--- config.mk ---
export PLATFORM = sky130hd
export DESIGN_NAME = sram_arbiter_flat
export DESIGN_NICKNAME = d
export VERILOG_FILES = /design/src/rtl/sram_arbiter_if.sv /design/src/rtl/sram_arbiter.sv /design/src/flat_wrapper.sv
export SDC_FILE = /design/constraint.sdc
export NUM_CORES = 1
export LEC_CHECK = 0
export BUFFER_PORTS_ARGS = -buffer_cell sky130_fd_sc_hd__buf_2
export CAP_MARGIN = 20
export CORE_UTILIZATION = 55
export CTS_CLUSTER_SIZE = 14
export DETAILED_ROUTE_END_ITERATION = 7
export PLACE_DENSITY_LB_ADDON = 0.3
export SLEW_MARGIN = 40
export SYNTH_ARGS = -nofsm -noshare
export SYNTH_HDL_FRONTEND = slang
export SYNTH_SLANG_ARGS = --single-unit
--- constraint.sdc ---
create_clock -name clk6x -period 4.6 [get_ports clk6x]
set_input_delay 0.23 -clock clk6x [delete_from_list [all_inputs] [get_ports clk6x]]
set_output_delay 0.23 -clock clk6x [all_outputs]
set_load 0.03 [all_outputs]
--- src/rtl/sram_arbiter_if.sv ---
// sram_arbiter_if: CPU slot, ICD handshake and SRAM pin bundle for sram_arbiter.
// The arbiter uses the slave modport; the CPU/ICD/SRAM environment uses master.
interface sram_arbiter_if;
  // CPU bus slot
  logic        cpu_req;
  logic        cpu_wr;
  logic [20:0] cpu_addr;
  logic [7:0]  cpu_wdata;
  logic [7:0]  cpu_rdata;
  logic        cpu_done;
  logic        cpu_ovf;
  // ICD (SPI debug) master
  logic        icd_req;
  logic        icd_wr;
  logic [20:0] icd_addr;
  logic [7:0]  icd_wdata;
  logic        icd_ack;
  logic [7:0]  icd_rdata;
  // SRAM pins
  logic [20:0] mem_addr;
  logic [7:0]  md_i;
  logic [7:0]  md_o;
  logic        md_oe;
  logic        m1cs_n;
  logic        mrd_n;
  logic        mwr_n;
  logic        busy;

  modport slave (
    input  cpu_req, cpu_wr, cpu_addr, cpu_wdata,
    input  icd_req, icd_wr, icd_addr, icd_wdata,
    input  md_i,
    output cpu_rdata, cpu_done, cpu_ovf,
    output icd_ack, icd_rdata,
    output mem_addr, md_o, md_oe, m1cs_n, mrd_n, mwr_n, busy
  );

  modport master (
    output cpu_req, cpu_wr, cpu_addr, cpu_wdata,
    output icd_req, icd_wr, icd_addr, icd_wdata,
    output md_i,
    input  cpu_rdata, cpu_done, cpu_ovf,
    input  icd_ack, icd_rdata,
    input  mem_addr, md_o, md_oe, m1cs_n, mrd_n, mwr_n, busy
  );
endinterface

--- src/rtl/sram_arbiter.sv ---
// sram_arbiter: shares one SRAM bus between the 65C02 CPU slot (priority) and
// the ICD debug master. Every access is SETUP / STROBE x STROBE_CYCLES / HOLD.
// Optional feature macro: SRAM_ARB_ROMWP_EN (CPU writes to addr[20]=1 are
// run as full accesses but never drive MD nor pulse MWRn).
module sram_arbiter #(
  parameter int STROBE_CYCLES = 2
) (
  input  logic          clk6x,
  input  logic          resetn,
  sram_arbiter_if.slave bus
);
  typedef enum logic [1:0] {IDLE, SETUP, STROBE, HOLD} state_t;

  state_t      state;
  logic [2:0]  cnt;
  logic        owner_cpu;
  logic        cur_wr;
  logic        cur_wen;
  logic        cpu_pend;
  logic        pend_wr;
  logic [20:0] pend_addr;
  logic [7:0]  pend_wdata;

  logic [20:0] mem_addr;
  logic [7:0]  md_o;
  logic        md_oe;
  logic        m1cs_n;
  logic        mrd_n;
  logic        mwr_n;
  logic [7:0]  cpu_rdata;
  logic [7:0]  icd_rdata;
  logic        cpu_done;
  logic        icd_ack;
  logic        cpu_ovf;
  logic        busy;

  logic        arb_slot;
  logic        cpu_any;
  logic        icd_ok;
  logic        grant;
  logic        g_wr;
  logic        g_wen;
  logic [20:0] g_addr;
  logic [7:0]  g_wdata;

  // Grant selection: a fresh cpu_req beats (and replaces) a latched one.
  // An ICD access that is in its own HOLD still sees icd_req high, so it is
  // not re-granted there; the requester drops icd_req before the next IDLE.
  assign arb_slot = (state == IDLE) || (state == HOLD);
  assign cpu_any  = bus.cpu_req | cpu_pend;
  assign icd_ok   = bus.icd_req && ((state == IDLE) || owner_cpu);
  assign grant    = arb_slot && (cpu_any || icd_ok);
  assign g_wr     = cpu_any ? (bus.cpu_req ? bus.cpu_wr : pend_wr) : bus.icd_wr;
  assign g_addr   = cpu_any ? (bus.cpu_req ? bus.cpu_addr : pend_addr) : bus.icd_addr;
  assign g_wdata  = cpu_any ? (bus.cpu_req ? bus.cpu_wdata : pend_wdata) : bus.icd_wdata;
`ifdef SRAM_ARB_ROMWP_EN
  assign g_wen    = g_wr && !(cpu_any && g_addr[20]);
`else
  assign g_wen    = g_wr;
`endif

  // Access sequencer, CPU request latch and all registered bus outputs.
  always_ff @(posedge clk6x or negedge resetn) begin
    if (!resetn) begin
      state      <= IDLE;
      cnt        <= 3'd0;
      owner_cpu  <= 1'b0;
      cur_wr     <= 1'b0;
      cur_wen    <= 1'b0;
      cpu_pend   <= 1'b0;
      pend_wr    <= 1'b0;
      pend_addr  <= 21'd0;
      pend_wdata <= 8'd0;
      mem_addr   <= 21'd0;
      md_o       <= 8'd0;
      md_oe      <= 1'b0;
      m1cs_n     <= 1'b1;
      mrd_n      <= 1'b1;
      mwr_n      <= 1'b1;
      cpu_rdata  <= 8'd0;
      icd_rdata  <= 8'd0;
      cpu_done   <= 1'b0;
      icd_ack    <= 1'b0;
      cpu_ovf    <= 1'b0;
      busy       <= 1'b0;
    end else begin
      cpu_done <= 1'b0;
      icd_ack  <= 1'b0;
      if (bus.cpu_req && cpu_pend) cpu_ovf <= 1'b1;
      if (bus.cpu_req && (state == SETUP || state == STROBE)) begin
        cpu_pend   <= 1'b1;
        pend_wr    <= bus.cpu_wr;
        pend_addr  <= bus.cpu_addr;
        pend_wdata <= bus.cpu_wdata;
      end
      case (state)
        IDLE, HOLD: begin
          if (grant) begin
            state     <= SETUP;
            busy      <= 1'b1;
            owner_cpu <= cpu_any;
            cur_wr    <= g_wr;
            cur_wen   <= g_wen;
            mem_addr  <= g_addr;
            md_o      <= g_wdata;
            md_oe     <= g_wen;
            m1cs_n    <= 1'b0;
            if (cpu_any) cpu_pend <= 1'b0;
          end else begin
            state  <= IDLE;
            busy   <= 1'b0;
            md_oe  <= 1'b0;
            m1cs_n <= 1'b1;
          end
        end
        SETUP: begin
          state <= STROBE;
          cnt   <= 3'd1;
          mrd_n <= cur_wr;
          mwr_n <= ~cur_wen;
        end
        STROBE: begin
          if (cnt == 3'(STROBE_CYCLES)) begin
            state <= HOLD;
            mrd_n <= 1'b1;
            mwr_n <= 1'b1;
            if (owner_cpu) begin
              cpu_done <= 1'b1;
              if (!cur_wr) cpu_rdata <= bus.md_i;
            end else begin
              icd_ack <= 1'b1;
              if (!cur_wr) icd_rdata <= bus.md_i;
            end
          end else begin
            cnt <= cnt + 3'd1;
          end
        end
        default: state <= IDLE;
      endcase
    end
  end

  assign bus.mem_addr  = mem_addr;
  assign bus.md_o      = md_o;
  assign bus.md_oe     = md_oe;
  assign bus.m1cs_n    = m1cs_n;
  assign bus.mrd_n     = mrd_n;
  assign bus.mwr_n     = mwr_n;
  assign bus.cpu_rdata = cpu_rdata;
  assign bus.icd_rdata = icd_rdata;
  assign bus.cpu_done  = cpu_done;
  assign bus.icd_ack   = icd_ack;
  assign bus.cpu_ovf   = cpu_ovf;
  assign bus.busy      = busy;
endmodule

--- src/flat_wrapper.sv ---
// flat-port wrapper written by rule: the top's interface ports become plain ports
module sram_arbiter_flat 
#(
  parameter int STROBE_CYCLES = 2
)
  (clk6x, resetn, bus_cpu_req, bus_cpu_wr, bus_cpu_addr, bus_cpu_wdata, bus_icd_req, bus_icd_wr, bus_icd_addr, bus_icd_wdata, bus_md_i, bus_cpu_rdata, bus_cpu_done, bus_cpu_ovf, bus_icd_ack, bus_icd_rdata, bus_mem_addr, bus_md_o, bus_md_oe, bus_m1cs_n, bus_mrd_n, bus_mwr_n, bus_busy);
  sram_arbiter_if bus_i ();
  input  logic clk6x;
  input  logic resetn;
  input wire logic [$bits(bus_i.cpu_req)-1:0] bus_cpu_req;
  input wire logic [$bits(bus_i.cpu_wr)-1:0] bus_cpu_wr;
  input wire logic [$bits(bus_i.cpu_addr)-1:0] bus_cpu_addr;
  input wire logic [$bits(bus_i.cpu_wdata)-1:0] bus_cpu_wdata;
  input wire logic [$bits(bus_i.icd_req)-1:0] bus_icd_req;
  input wire logic [$bits(bus_i.icd_wr)-1:0] bus_icd_wr;
  input wire logic [$bits(bus_i.icd_addr)-1:0] bus_icd_addr;
  input wire logic [$bits(bus_i.icd_wdata)-1:0] bus_icd_wdata;
  input wire logic [$bits(bus_i.md_i)-1:0] bus_md_i;
  output wire logic [$bits(bus_i.cpu_rdata)-1:0] bus_cpu_rdata;
  output wire logic [$bits(bus_i.cpu_done)-1:0] bus_cpu_done;
  output wire logic [$bits(bus_i.cpu_ovf)-1:0] bus_cpu_ovf;
  output wire logic [$bits(bus_i.icd_ack)-1:0] bus_icd_ack;
  output wire logic [$bits(bus_i.icd_rdata)-1:0] bus_icd_rdata;
  output wire logic [$bits(bus_i.mem_addr)-1:0] bus_mem_addr;
  output wire logic [$bits(bus_i.md_o)-1:0] bus_md_o;
  output wire logic [$bits(bus_i.md_oe)-1:0] bus_md_oe;
  output wire logic [$bits(bus_i.m1cs_n)-1:0] bus_m1cs_n;
  output wire logic [$bits(bus_i.mrd_n)-1:0] bus_mrd_n;
  output wire logic [$bits(bus_i.mwr_n)-1:0] bus_mwr_n;
  output wire logic [$bits(bus_i.busy)-1:0] bus_busy;
  assign bus_i.cpu_req = bus_cpu_req;
  assign bus_i.cpu_wr = bus_cpu_wr;
  assign bus_i.cpu_addr = bus_cpu_addr;
  assign bus_i.cpu_wdata = bus_cpu_wdata;
  assign bus_i.icd_req = bus_icd_req;
  assign bus_i.icd_wr = bus_icd_wr;
  assign bus_i.icd_addr = bus_icd_addr;
  assign bus_i.icd_wdata = bus_icd_wdata;
  assign bus_i.md_i = bus_md_i;
  assign bus_cpu_rdata = bus_i.cpu_rdata;
  assign bus_cpu_done = bus_i.cpu_done;
  assign bus_cpu_ovf = bus_i.cpu_ovf;
  assign bus_icd_ack = bus_i.icd_ack;
  assign bus_icd_rdata = bus_i.icd_rdata;
  assign bus_mem_addr = bus_i.mem_addr;
  assign bus_md_o = bus_i.md_o;
  assign bus_md_oe = bus_i.md_oe;
  assign bus_m1cs_n = bus_i.m1cs_n;
  assign bus_mrd_n = bus_i.mrd_n;
  assign bus_mwr_n = bus_i.mwr_n;
  assign bus_busy = bus_i.busy;
  sram_arbiter #(.STROBE_CYCLES(STROBE_CYCLES)) u_core (.clk6x(clk6x), .resetn(resetn), .bus(bus_i));
endmodule
==> results.json <==
{
  "status": "finished, final reports clean",
  "setup_viol": 0,
  "grt_max_degree": 63,
  "dieArea_um2": 7940,
  "post_drt_wl_per_cell_um": 15.4,
  "crit_chain": "nor2_1, a21oi_4, buf_16, mux2_2",
  "area_delta_synth_final_pct": 21.6,
  "ctsLongestPathBuffers": 2,
  "synthesis.area_um2": 4170,
  "die_width_um": 89.1,
  "synth_area_per_cell_um2": 12.6,
  "hold-path-cell-count": 2,
  "slew_headroom": 0.573,
  "holdWs_ps": 117,
  "hold_viol_final": 0,
  "portBuffers": 124,
  "period_share": 0.496,
  "crit_slowest_cell": "dfrtp_4",
  "grt_setup_unrepaired": "false",
  "timing.rr.end": "u_core.bus.mem_addr[3]",
  "skew_ps": 8.62,
  "grt-ovfl-total": 0,
  "yosysSeqAreaShare": 0.547,
  "total_power_w": 0.00381,
  "ys.warnings.count": 0,
  "post_cts_resized": 0,
  "slowest_delay_ps": 800,
  "ys_ff_latch": 91,
  "path_clk_slew_ps": 90,
  "vdd_drop_max_uv": 372,
  "required_ps": 4840,
  "route.vias.total": 2945,
  "syn_inst": 331,
  "viasPerCell": 5.31,
  "synth_edf_count": 0,
  "die_h_um": 89.1,
  "rrSetupSlack_ps": 2320,
  "synth.area.top_cells": "dfrtp_1, mux2_2, mux2i_1",
  "rr_worst_depth": 4,
  "slew_violations": 0,
  "drt_pass1_iterations": 4,
  "antenna_found_initial": 0,
  "path_max_fanout": 32,
  "tns_ps": 0,
  "async_reset_ff_frac": 1.00,
  "clock_latency_ps": 350,
  "io_pins": 125,
  "cpLargestDelayFamily": "flip-flops",
  "final_cell_mix": "buf_2, dfrtp_1, mux2_2",
  "worst_slew_pin_slew_ps": 639,
  "coreArea_um2": 7290,
  "antenna_left": 0,
  "reg2reg_from": "u_core.cpu_pend",
  "dp_slack_ps": 2320,
  "drive_gt1_frac": 0.502,
  "cts_tree": "yes",
  "yosysTopAreaCell": "dfrtp_1",
  "track_usage": 0.232,
  "gp_congestion": 0.746,
  "cts_buffers": 9,
  "grt_pass1_wl_um": 13800,
  "powerDensity_nw_per_um2": 750,
  "final_common_cell": "buf_2",
  "cts.sinks": 91,
  "fmax_mhz": 439,
  "ys_types": 27,
  "nets": 529,
  "drv_cap": 0,
  "grt_pass1_vias": 2964,
  "cts-root-buf": "clkbuf_8",
  "synth.top_cell.area_share": 0.528,
  "critical_path.startpoint_type": "register",
  "hold_class": "input pin to register",
  "critPathCaptureType": "register",
  "critical_path_class": "register to register",
  "start_util": 0.572,
  "synth_nets": 408,
  "rows": 31,
  "hold_end": "u_core.pend_addr[11]",
  "drc": 0,
  "diodes": 0,
  "cp.arrival_ps": 2520,
  "hold_start": "bus_cpu_addr[11]",
  "h-tree-depth": 3,
  "power_leakage_nw": 2.51,
  "detailed_place_hpwl_um": 6080,
  "worst_slack_ps": 2320,
  "drt_iter0_markers": 128,
  "critPathBufInv": 1,
  "fin_crit_ps": 2280,
  "fill_cells": 564,
  "synth_ff_type": "dfrtp_1",
  "postRouteWirelength_um": 8530
}
[cells by family after synthesis]
group           after synthesis  synth area share
compound gates               48            0.0624
fa+ha+maj                     5            0.0150
simple gates                 49            0.0606
mux                         109             0.285
buf+inv                      29            0.0309
flops                        91             0.547
[area by class of cell]
cell class | count | area (um^2) | share of cell area
Clock buffer | 10 | 138 | 0.0271
Inverter | 10 | 37.5 | 0.00740
Tap cell | 99 | 124 | 0.0244
Clock inverter | 5 | 37.5 | 0.00740
Sequential cell | 91 | 2280 | 0.450
Multi-Input combinational cell | 211 | 1770 | 0.349
Timing Repair Buffer | 129 | 683 | 0.135
[power breakdown]
part / total [W] / switching [W] / internal (W)
clock: 0.000487 / 0.000276 / 0.000211
sequential: 0.00147 / 0.000276 / 0.00120
combinational: 0.00185 / 0.000990 / 0.000856
total: 0.00381 / 0.00154 / 0.00226
[sequential cells by signal, indices dropped and copies added, names as in the netlist]
name                  flops
u_core.pend_wr            1
u_core.cnt                3
u_core.bus.busy           1
u_core.bus.cpu_ovf        1
u_core.pend_wdata         8
u_core.state              2
u_core.bus.cpu_done       1
u_core.bus.cpu_rdata      8
u_core.bus.md_oe          1
u_core.bus.icd_ack        1
u_core.bus.md_o           8
u_core.bus.mrd_n          1
u_core.bus.mem_addr      21
u_core.cpu_pend           1
u_core.bus.m1cs_n         1
u_core.pend_addr         21
u_core.cur_wr             1
u_core.bus.icd_rdata      8
u_core.owner_cpu          1
u_core.bus.mwr_n          1
[timing repair]
item,in CTS,in global routing
setup buffers,0,0
hold endpoints to repair,45,0
hold buffers,1,0
[worst max path at each step]
stage / endpoint / depth (start not counted) / start
after floorplan: u_core.bus.cpu_rdata[0] / 5 / u_core.state[0]
final: u_core.bus.mem_addr[3] / 4 / u_core.cpu_pend
after global routing: u_core.bus.mem_addr[1] / 4 / u_core.cpu_pend
after detailed placement: u_core.bus.mem_addr[8] / 4 / u_core.cpu_pend
after CTS: u_core.bus.mem_addr[3] / 4 / u_core.cpu_pend
after global placement: u_core.bus.mem_addr[19] / 3 / u_core.cpu_pend
[routing by layer]
| metal | GRT usage | part of all wire |
|---|---|---|
| met1 | 0.282 | 0.41 |
| met4 | 0.0996 | 0.016 |
| met5 | 0 | 0 |
| met3 | 0.0489 | 0.051 |
| met2 | 0.403 | 0.52 |
[synth_stat cells (all sizes together), types with 3 or more instances]
master  count
mux2i      32
nand2      33
inv        10
mux2       77
buf        10
dfrtp      88
o21ai      34
nor2b       5
ha          5
clkbuf      9
nor2        5
dfstp       3
a21oi       6
[metrics by stage]
| stage | instances | util | cell area (um^2) |
|---|---|---|---|
| floorplan | 331 | - | 4170 |
| global route | 555 | 0.696 | 5070 |
| CTS | 555 | 0.696 | 5070 |
| detailed placement | 539 | 0.671 | 4890 |
| global placement | 538 | 0.666 | 4860 |
| finish | 555 | 0.696 | 5070 |
Note: power is estimated with default switching activity, not from simulation.
